**src/rtl/gpu_dmem_dma.sv**
```systemverilog
// gpu_dmem_dma: moves word blocks between a valid/ready stream and one
// synchronous dmem port. dir=0 streams s_* words into dmem, dir=1 streams
// dmem words out on m_*. Optional counters: define GPU_DMEM_DMA_PERF_EN to
// add perf_words / perf_stall.

`ifndef GPU_DMEM_ADDR_WIDTH
`define GPU_DMEM_ADDR_WIDTH 8
`endif
`ifndef GPU_DMEM_DATA_WIDTH
`define GPU_DMEM_DATA_WIDTH 32
`endif

module gpu_dmem_dma #(
    parameter int LEN_W = `GPU_DMEM_ADDR_WIDTH + 1
) (
    input  logic                            clk,
    input  logic                            rst_n,
    input  logic                            cmd_valid,
    output logic                            cmd_ready,
    input  logic                            cmd_dir,
    input  logic [`GPU_DMEM_ADDR_WIDTH-1:0] cmd_addr,
    input  logic [LEN_W-1:0]                cmd_len,
    input  logic                            s_valid,
    output logic                            s_ready,
    input  logic [`GPU_DMEM_DATA_WIDTH-1:0] s_data,
    output logic                            m_valid,
    input  logic                            m_ready,
    output logic [`GPU_DMEM_DATA_WIDTH-1:0] m_data,
    output logic [`GPU_DMEM_ADDR_WIDTH-1:0] mem_addr,
    output logic [`GPU_DMEM_DATA_WIDTH-1:0] mem_din,
    output logic                            mem_we,
    input  logic [`GPU_DMEM_DATA_WIDTH-1:0] mem_dout,
    output logic                            busy,
    output logic                            done
`ifdef GPU_DMEM_DMA_PERF_EN
    ,
    output logic [31:0]                     perf_words,
    output logic [31:0]                     perf_stall
`endif
);

    localparam int AW = `GPU_DMEM_ADDR_WIDTH;
    localparam int DW = `GPU_DMEM_DATA_WIDTH;

    typedef enum logic [2:0] {
        ST_IDLE,
        ST_WRITE,
        ST_READ,
        ST_DRAIN,
        ST_DONE
    } state_t;

    state_t            state_reg, state_next;
    logic [AW-1:0]     base_reg, base_next;
    logic [LEN_W-1:0]  len_reg, len_next;
    logic [LEN_W-1:0]  idx_reg, idx_next;
    logic              inflight_reg;
    logic [1:0]        fifo_cnt_reg;
    logic              wr_ptr_reg, rd_ptr_reg;
    logic [DW-1:0]     fifo_mem [2];

    logic [AW-1:0]     addr_cur;
    logic              idx_last;
    logic              fifo_nonempty;
    logic              pop, pop_fifo, push;
    logic [2:0]        occ_after;
    logic              rd_issue;

    // Address wraps naturally by truncation to AW bits.
    assign addr_cur      = base_reg + AW'(idx_reg);
    assign idx_last      = (idx_reg == len_reg - LEN_W'(1));
    assign fifo_nonempty = (fifo_cnt_reg != 2'd0);

    // When the buffer is empty, the word returning from dmem is offered
    // directly; if it is not taken it lands in the buffer and is re-offered
    // unchanged from there, so m_data stays stable across stalls.
    assign m_valid  = fifo_nonempty || inflight_reg;
    assign m_data   = fifo_nonempty ? fifo_mem[rd_ptr_reg] : mem_dout;
    assign pop      = m_valid && m_ready;
    assign pop_fifo = pop && fifo_nonempty;
    assign push     = inflight_reg && !(pop && !fifo_nonempty);

    // Credit test counts this cycle's pop so a full-rate stream keeps flowing
    // while buffered + outstanding words never exceed two.
    assign occ_after = 3'(fifo_cnt_reg) + 3'(inflight_reg) - 3'(pop);
    assign rd_issue  = (state_reg == ST_READ) && (occ_after < 3'd2);

    // Next-state and output decode.
    always_comb begin
        state_next = state_reg;
        base_next  = base_reg;
        len_next   = len_reg;
        idx_next   = idx_reg;
        cmd_ready  = 1'b0;
        s_ready    = 1'b0;
        mem_we     = 1'b0;
        mem_addr   = '0;
        mem_din    = '0;
        busy       = 1'b1;
        done       = 1'b0;
        case (state_reg)
            ST_IDLE: begin
                busy      = 1'b0;
                cmd_ready = 1'b1;
                if (cmd_valid) begin
                    base_next = cmd_addr;
                    len_next  = cmd_len;
                    idx_next  = '0;
                    if (cmd_len == '0) begin
                        state_next = ST_DONE;
                    end else if (cmd_dir) begin
                        state_next = ST_READ;
                    end else begin
                        state_next = ST_WRITE;
                    end
                end
            end
            ST_WRITE: begin
                s_ready  = 1'b1;
                mem_addr = addr_cur;
                if (s_valid) begin
                    mem_we   = 1'b1;
                    mem_din  = s_data;
                    idx_next = idx_reg + LEN_W'(1);
                    if (idx_last) begin
                        state_next = ST_DONE;
                    end
                end
            end
            ST_READ: begin
                mem_addr = addr_cur;
                if (rd_issue) begin
                    idx_next = idx_reg + LEN_W'(1);
                    if (idx_last) begin
                        state_next = ST_DRAIN;
                    end
                end
            end
            ST_DRAIN: begin
                // Last word leaves when exactly one word remains and it is taken.
                if (pop && (3'(fifo_cnt_reg) + 3'(inflight_reg) == 3'd1)) begin
                    state_next = ST_DONE;
                end
            end
            ST_DONE: begin
                done       = 1'b1;
                state_next = ST_IDLE;
            end
            default: begin
                state_next = ST_IDLE;
            end
        endcase
    end

    // Control state, command registers and read-buffer bookkeeping.
    always_ff @(posedge clk) begin
        if (!rst_n) begin
            state_reg    <= ST_IDLE;
            base_reg     <= '0;
            len_reg      <= '0;
            idx_reg      <= '0;
            inflight_reg <= 1'b0;
            fifo_cnt_reg <= 2'd0;
            wr_ptr_reg   <= 1'b0;
            rd_ptr_reg   <= 1'b0;
        end else begin
            state_reg    <= state_next;
            base_reg     <= base_next;
            len_reg      <= len_next;
            idx_reg      <= idx_next;
            inflight_reg <= rd_issue;
            fifo_cnt_reg <= fifo_cnt_reg + 2'(push) - 2'(pop_fifo);
            wr_ptr_reg   <= wr_ptr_reg ^ push;
            rd_ptr_reg   <= rd_ptr_reg ^ pop_fifo;
        end
    end

    // Read-buffer storage; validity is tracked by fifo_cnt_reg alone.
    always_ff @(posedge clk) begin
        if (push) begin
            fifo_mem[wr_ptr_reg] <= mem_dout;
        end
    end

`ifdef GPU_DMEM_DMA_PERF_EN
    logic mem_access;
    assign mem_access = mem_we || rd_issue;

    // Saturating activity counters; only reset clears them.
    always_ff @(posedge clk) begin
        if (!rst_n) begin
            perf_words <= '0;
            perf_stall <= '0;
        end else begin
            if (mem_access && (perf_words != '1)) begin
                perf_words <= perf_words + 32'd1;
            end
            if (busy && !mem_access && (perf_stall != '1)) begin
                perf_stall <= perf_stall + 32'd1;
            end
        end
    end
`endif

endmodule
```
**config.mk**
```make
export PLATFORM = sky130hd
export DESIGN_NAME = gpu_dmem_dma
export DESIGN_NICKNAME = d
export VERILOG_FILES = /design/src/rtl/gpu_dmem_dma.sv
export SDC_FILE = /design/constraint.sdc
export NUM_CORES = 1
export LEC_CHECK = 0
export ABC_CLOCK_PERIOD_IN_PS = 6600
export CAP_MARGIN = 30
export CELL_PAD_IN_SITES_DETAIL_PLACEMENT = 2
export CELL_PAD_IN_SITES_GLOBAL_PLACEMENT = 2
export CORE_MARGIN = 4
export CORE_UTILIZATION = 30
export CTS_CLUSTER_SIZE = 10
export DETAILED_ROUTE_END_ITERATION = 8
export PLACE_DENSITY = 0.83
export SKIP_CTS_REPAIR_TIMING = 1
export SYNTH_ARGS = -nofsm -noshare
export SYNTH_HDL_FRONTEND = slang
export SYNTH_SLANG_ARGS = --single-unit
```
**constraint.sdc**
```tcl
create_clock -name clk -period 6.6 [get_ports clk]
set_clock_uncertainty 0.15 [all_clocks]
set_input_delay 0.66 -clock clk [delete_from_list [all_inputs] [get_ports clk]]
set_output_delay 0.66 -clock clk [all_outputs]
set_load 0.005 [all_outputs]
```
==> results of run 1 <==
[path summary, 6_finish.rpt]
check | end
min reg2reg | base_reg[0]$_SDFFE_PN0P_
max reg2reg | idx_reg[3]$_SDFFE_PN0P_
min | base_reg[0]$_SDFFE_PN0P_
max | mem_addr[6]
[metal layers]
layer	vias up	track usage (%)
met5	-	0
met4	0	3.77
met3	12	3.58
met2	74	33.7
met1	2071	19.6
li1	2008	-
[cells in the final DEF (no fill, tap or decap), types with 4 or more instances in the layout]
cell and n:
and2_1 36, or3_1 4, xnor2_1 13, dfxtp_1 34
inv_1 17, xor2_1 15, nand4_1 5, nand2_1 76
clkdlybuf4s50_1 164, clkbuf_16 9, o21ai_0 41, nand3_1 6
edfxtp_1 64, nor2_1 23, ha_1 16, nor3_1 9
mux2i_1 33, a21oi_1 23
[worst register-to-register path, stage by stage (launching register included)]
cell	delay, ns
dfxtp_1	0.37
or3_1	0.43
nor3b_1	0.17
ha_1	0.19
xnor2_1	0.14
a2111oi_0	0.82
nor3_1	0.30
nand4_1	0.21
xor2_1	0.16
nor2_1	0.06
[per-stage QoR]
| step | total power [mW] | cell area (um2) | hold slack [ns] | utilization (%) |
|---|---|---|---|---|
| 6_report | 2.44 | 7170 | 0.325 | 43.4 |
| 4_1_cts | 2.49 | 7170 | 0.330 | 43.4 |
| 3_5_place_dp | 1.95 | 6880 | 0.319 | 41.7 |
| 2_1_floorplan | 1.36 | 5030 | 0.291 | - |
| 3_3_place_gp | 1.86 | 6860 | 0.300 | 41.5 |
| 5_1_grt | 2.61 | 7170 | 0.351 | 43.4 |
[area by class of cell]
class                           count  area share [%]
Timing Repair Buffer              168            23.5
Clock buffer                       10            3.19
Sequential cell                    99            36.6
Clock inverter                      5           0.872
Inverter                           17           0.889
Multi-Input combinational cell    344            31.2
Tap cell                          220            3.84
[cell usage after synthesis (all sizes together), types with 2 or more instances]
library cell and count:
nor3 9, nor2b 3, a21oi 23, nand2 76, or3 5, nor3b 3, clkbuf 18, xor2 15
and4 3, o21ai 41, mux2i 33, and2 36, nor2 24, nand2b 3, a21o 2, ha 16
dfxtp 35, and3 2, a21boi 2, inv 17, nand3 6, nor4 2, xnor2 13, nand4 5
a221oi 2, a2111oi 4, buf 5, or4 2, edfxtp 64
[cells by family after synthesis]
group           after synthesis
compound gates               81
xor+xnor                     28
fa+ha+maj                    17
buf+inv                      40
flops                        99
mux                          33
simple gates                185
[report_power, final]
group          total (mW)  internal (mW)  switching (mW)
registers           0.796          0.723          0.0730
logic                1.11          0.568           0.547
clock network       0.529          0.295           0.234
==> results.json, run 1 <==
{
  "powerDensity_mw_per_mm2": 340,
  "synth_nets": 587,
  "grt_pass1_vias": 4634,
  "finalCriticalPeriod_ns": 3.96,
  "cts_sinks": 99,
  "r2r_slack_ns": 3.48,
  "cp-start-kind": "flip-flop",
  "grt.total_usage_pct": 17.5,
  "clock_latency_ns": 0.35,
  "grt_start_max_net_pins": 66,
  "critPathMaxFanout": 7,
  "ys_types": 49,
  "synth-xor-area-share_pct": 4.88,
  "cts_buffers": 9,
  "synth-main-ff-cell": "edfxtp_1",
  "placed_cells": 848,
  "drc_errors": 0,
  "tritoncts": "built",
  "finalHoldViolCount": 0,
  "worst-path-buf-inv": 2,
  "top_layer_used": "met4",
  "path_cells": "ha_1, inv_1, fa_1, nor2b_1, o21ai_0, a21boi_0, o21ai_0, nor3b_1, nor3_1, clkdlybuf4s50_1",
  "die_area_mm2": 0.0189,
  "rsz0062_at_grt": "no",
  "nets": 743,
  "cpPeakStageDelay_ns": 0.54,
  "place_ws_ns": 3.00,
  "leakage_nw": 2.57,
  "yosys_register_bits": 99,
  "max-vdd-ir-drop_mv": 0.167,
  "r2r_cells": 9,
  "layoutNonFillerInstCount": 863,
  "netlist.area_leader.share_pct": 38.2,
  "crit_path_frequent_cell": "o21ai_0",
  "insertedDiodeCount": 0,
  "max_freq_ghz": 0.253,
  "syn_inst": 483,
  "synth_mux_area_share_pct": 6.57,
  "core_area_mm2": 0.0165,
  "worstSetupPathDepth": 10,
  "synth_area_per_cell_um2": 10.4,
  "wire_per_inst_um": 19.2,
  "antenna_found_initial": 0,
  "path_class": "flip-flop to primary output",
  "largest_reg_flops": 64,
  "ant_nets": 0,
  "synth_compound_area_share_pct": 10.2,
  "grt_pass1_wl_um": 25400,
  "gp_congestion": 0.740,
  "synth_edf_count": 64,
  "layout-drive-gt1-share_pct": 4.82,
  "drt-vias-per-instance": 4.83,
  "dr.pass1.iters": 5,
  "fp.dieW_um": 137,
  "met1_length_um": 6450,
  "routed_wl_um": 16500,
  "multi_input_area_mm2": 0.00224,
  "crit_arrival_ns": 3.15,
  "clk_path_buf_depth": 2,
  "worst_slack_ns": 2.64,
  "port_buffers": 164,
  "critPathLaunch": "idx_reg[0]$_SDFFE_PN0P_",
  "synthSimpleGateAreaFrac_pct": 18.3,
  "synth.area.top_cells": "edfxtp_1 (38%), dfxtp_1 (14%), mux2i_1 (6.6%)",
  "io_pins": 165,
  "num_vias": 4165,
  "route.met2.wl_um": 9280,
  "clock_tree.root_cell": "clkbuf_16",
  "hp-class": "flip-flop to flip-flop",
  "maxSlewHeadroom_pct": 37.7,
  "async_flop_share_pct": 0,
  "hold_start": "base_reg[0]$_SDFFE_PN0P_",
  "setup_viol_count_final": 0,
  "ys.warnings.count": 0,
  "timing.final.crit_share_pct": 60.0,
  "r2r_start": "fifo_cnt_reg[0]$_SDFF_PN0_",
  "seqCellArea_mm2": 0.00262,
  "synth_top_family_by_area": "simple AND/OR/NAND/NOR gates",
  "cap_violations": 0,
  "htreeDepth": 3,
  "drt_iter0_markers": 148,
  "core.rowCount": 47,
  "start_util_pct": 30.4,
  "wl_met3_um": 646,
  "die_y_um": 137,
  "hpwl_um": 12800,
  "required_ns": 5.79,
  "cp_slowest_cell": "clkdlybuf4s50_1",
  "yosysTopAreaCell": "edfxtp_1",
  "status": "finished, final reports clean",
  "cp_top_family": "adder cells",
  "synthAdderAreaFrac_pct": 4.38,
  "tns_ns": 0,
  "worstHoldPathCells": 2,
  "areaGrowthSynthToFinish_pct": 42.7,
  "worstSetupEndpointType": "primary output",
  "clk_pin_slew_worst_paths_ns": 0.07,
  "overflow": 0,
  "nFillCells": 1723,
  "drv_slew": 0,
  "tightest_slew_ns": 0.911,
  "syn_area_mm2": 0.00503,
  "synth_seq_area_share_pct": 52.2
}
(Power assumes the default switching activity.)
==> run 2: changes to the inputs <==
--- a/config.mk
+++ b/config.mk
@@ -5,15 +5,15 @@
 export SDC_FILE = /design/constraint.sdc
 export NUM_CORES = 1
 export LEC_CHECK = 0
-export ABC_CLOCK_PERIOD_IN_PS = 6600
+export ABC_CLOCK_PERIOD_IN_PS = 3250
 export CAP_MARGIN = 30
 export CELL_PAD_IN_SITES_DETAIL_PLACEMENT = 2
 export CELL_PAD_IN_SITES_GLOBAL_PLACEMENT = 2
 export CORE_MARGIN = 4
-export CORE_UTILIZATION = 30
+export CORE_UTILIZATION = 25
 export CTS_CLUSTER_SIZE = 10
 export DETAILED_ROUTE_END_ITERATION = 8
-export PLACE_DENSITY = 0.83
+export PLACE_DENSITY = 0.74
 export SKIP_CTS_REPAIR_TIMING = 1
 export SYNTH_ARGS = -nofsm -noshare
 export SYNTH_HDL_FRONTEND = slang
==> constraint.sdc (replaced) <==
create_clock -name clk -period 3.25 [get_ports clk]
set_clock_uncertainty 0.15 [all_clocks]
set_input_delay 0.325 -clock clk [delete_from_list [all_inputs] [get_ports clk]]
set_output_delay 0.325 -clock clk [all_outputs]
set_load 0.005 [all_outputs]
==> results.json, run 2 (same netlist as run 1, synthesis figures left out) <==
{
  "max_freq_ghz": 0.325,
  "hpwl_um": 12500,
  "hp-class": "flip-flop to flip-flop",
  "wl_met3_um": 545,
  "place_area_mm2": 0.00698,
  "layout-drive-gt1-share_pct": 6.91,
  "leakage_nw": 2.64,
  "worstSetupEndpointType": "primary output",
  "cp-start-kind": "flip-flop",
  "core.rowCount": 51,
  "ant_nets": 0,
  "finalCriticalPeriod_ns": 3.08,
  "hold_start": "base_reg[0]$_SDFFE_PN0P_",
  "gp_congestion": 0.812,
  "status": "finished, final reports clean",
  "r2r_start": "len_reg[0]$_SDFFE_PN0P_",
  "port_buffers": 164,
  "r2r_cells": 7,
  "final_cell_mix": "clkdlybuf4s50_1 (163), nand2_1 (76), edfxtp_1 (64), o21ai_0 (39), and2_1 (36)",
  "critPathLaunch": "base_reg[1]$_SDFFE_PN0P_",
  "cts_sinks": 99,
  "setup_viol_count_final": 0,
  "max-vdd-ir-drop_mv": 0.260,
  "tritoncts": "built",
  "r2r_slack_ns": 0.35,
  "crit_arrival_ns": 2.60,
  "grt.total_usage_pct": 14.7,
  "areaGrowthSynthToFinish_pct": 45.3,
  "place_ws_ns": 0.163,
  "met1_length_um": 6940,
  "drc_errors": 0,
  "grt_pass1_vias": 4750,
  "rsz0062_at_grt": "no",
  "dr.pass1.iters": 4,
  "htreeDepth": 3,
  "worstHoldPathCells": 2,
  "route.met2.wl_um": 8600,
  "powerDensity_mw_per_mm2": 681,
  "die_area_mm2": 0.0224,
  "drt_iter0_markers": 110,
  "insertedDiodeCount": 0,
  "clk_pin_slew_worst_paths_ns": 0.07,
  "die_y_um": 150,
  "overflow": 0,
  "largest_reg_flops": 64,
  "design_area_mm2": 0.00730,
  "drt-vias-per-instance": 4.60,
  "grt_pass1_wl_um": 25900,
  "start_util_pct": 25.7,
  "drv_slew": 0,
  "grt_start_max_net_pins": 34,
  "cap_violations": 0,
  "io_pins": 165,
  "core_area_mm2": 0.0196,
  "wire_per_inst_um": 17.9,
  "clock_tree.root_cell": "clkbuf_16",
  "top_layer_used": "met4",
  "fp.dieW_um": 150,
  "routed_wl_um": 16400,
  "required_ns": 2.77,
  "critPathMaxFanout": 3,
  "antenna_found_initial": 0,
  "maxSlewHeadroom_pct": 45.1,
  "cts_buffers": 9,
  "num_vias": 4214,
  "nets": 750,
  "clock_latency_ns": 0.35,
  "tightest_slew_ns": 0.823,
  "path_class": "flip-flop to primary output",
  "final_common_cell": "clkdlybuf4s50_1",
  "clk_path_buf_depth": 2,
  "worst_slack_ns": 0.175,
  "timing.final.crit_share_pct": 94.6,
  "finalHoldViolCount": 0
}
run 2: through the flow:
stage / hold slack [ns] / utilization [%] / TNS, ns / instances / total power, mW
after global routing: 0.356 / 37.3 / 0 / 916 / 5.36
final: 0.319 / 37.3 / 0 / 916 / 4.98
after detailed placement: 0.312 / 35.6 / 0 / 900 / 3.98
after CTS: 0.322 / 37.1 / -0.442 / 916 / 5.08
after floorplan: 0.274 / - / 0 / 483 / 2.76
after global placement: 0.303 / 35.6 / 0 / 900 / 3.87
run 2: layer usage:
metal	up-vias	global-route usage, %
met4	0	4.94
li1	2023	-
met3	20	2.48
met2	87	26.3
met1	2084	17.9
met5	-	0
run 2: worst max-delay path, cell delays in order (launching register included):
cell,delay (ns)
dfxtp_1,0.34
ha_1,0.30
a21o_1,0.19
a21oi_2,0.19
o21ai_2,0.10
a2111oi_4,0.32
o21ai_1,0.13
a21oi_1,0.16
clkdlybuf4s50_1,0.52
run 2: worst paths after layout:
path / to
worst max-delay path: mem_addr[7]
worst min-delay path: base_reg[0]$_SDFFE_PN0P_
worst max register to register: state_reg[1]$_SDFFE_PN0P_
worst min register to register: base_reg[0]$_SDFFE_PN0P_
run 2: where the power goes:
group          switching (mW)  internal (mW)
Combinational            1.15           1.19
Sequential              0.105           1.47
Clock                   0.527          0.542
Total                    1.78           3.20
run 2: final cells by class:
cell class	count	area, um2
fill	2127	12300
timing repair buffer	175	1730
clock inverter	7	67.6
clock buffer	9	225
tap	265	332
inverter	17	63.8
multi-input combinational	344	2260
sequential	99	2630
==> run 3: changes to the inputs <==
--- a/config.mk
+++ b/config.mk
@@ -13,6 +13,7 @@
 export CORE_UTILIZATION = 25
 export CTS_CLUSTER_SIZE = 10
 export DETAILED_ROUTE_END_ITERATION = 8
+export HOLD_SLACK_MARGIN = 0.08
 export PLACE_DENSITY = 0.74
 export SKIP_CTS_REPAIR_TIMING = 1
 export SYNTH_ARGS = -nofsm -noshare
==> results of run 3 <==
No change in the layout: final DEF, timing and power equal those of run 2.
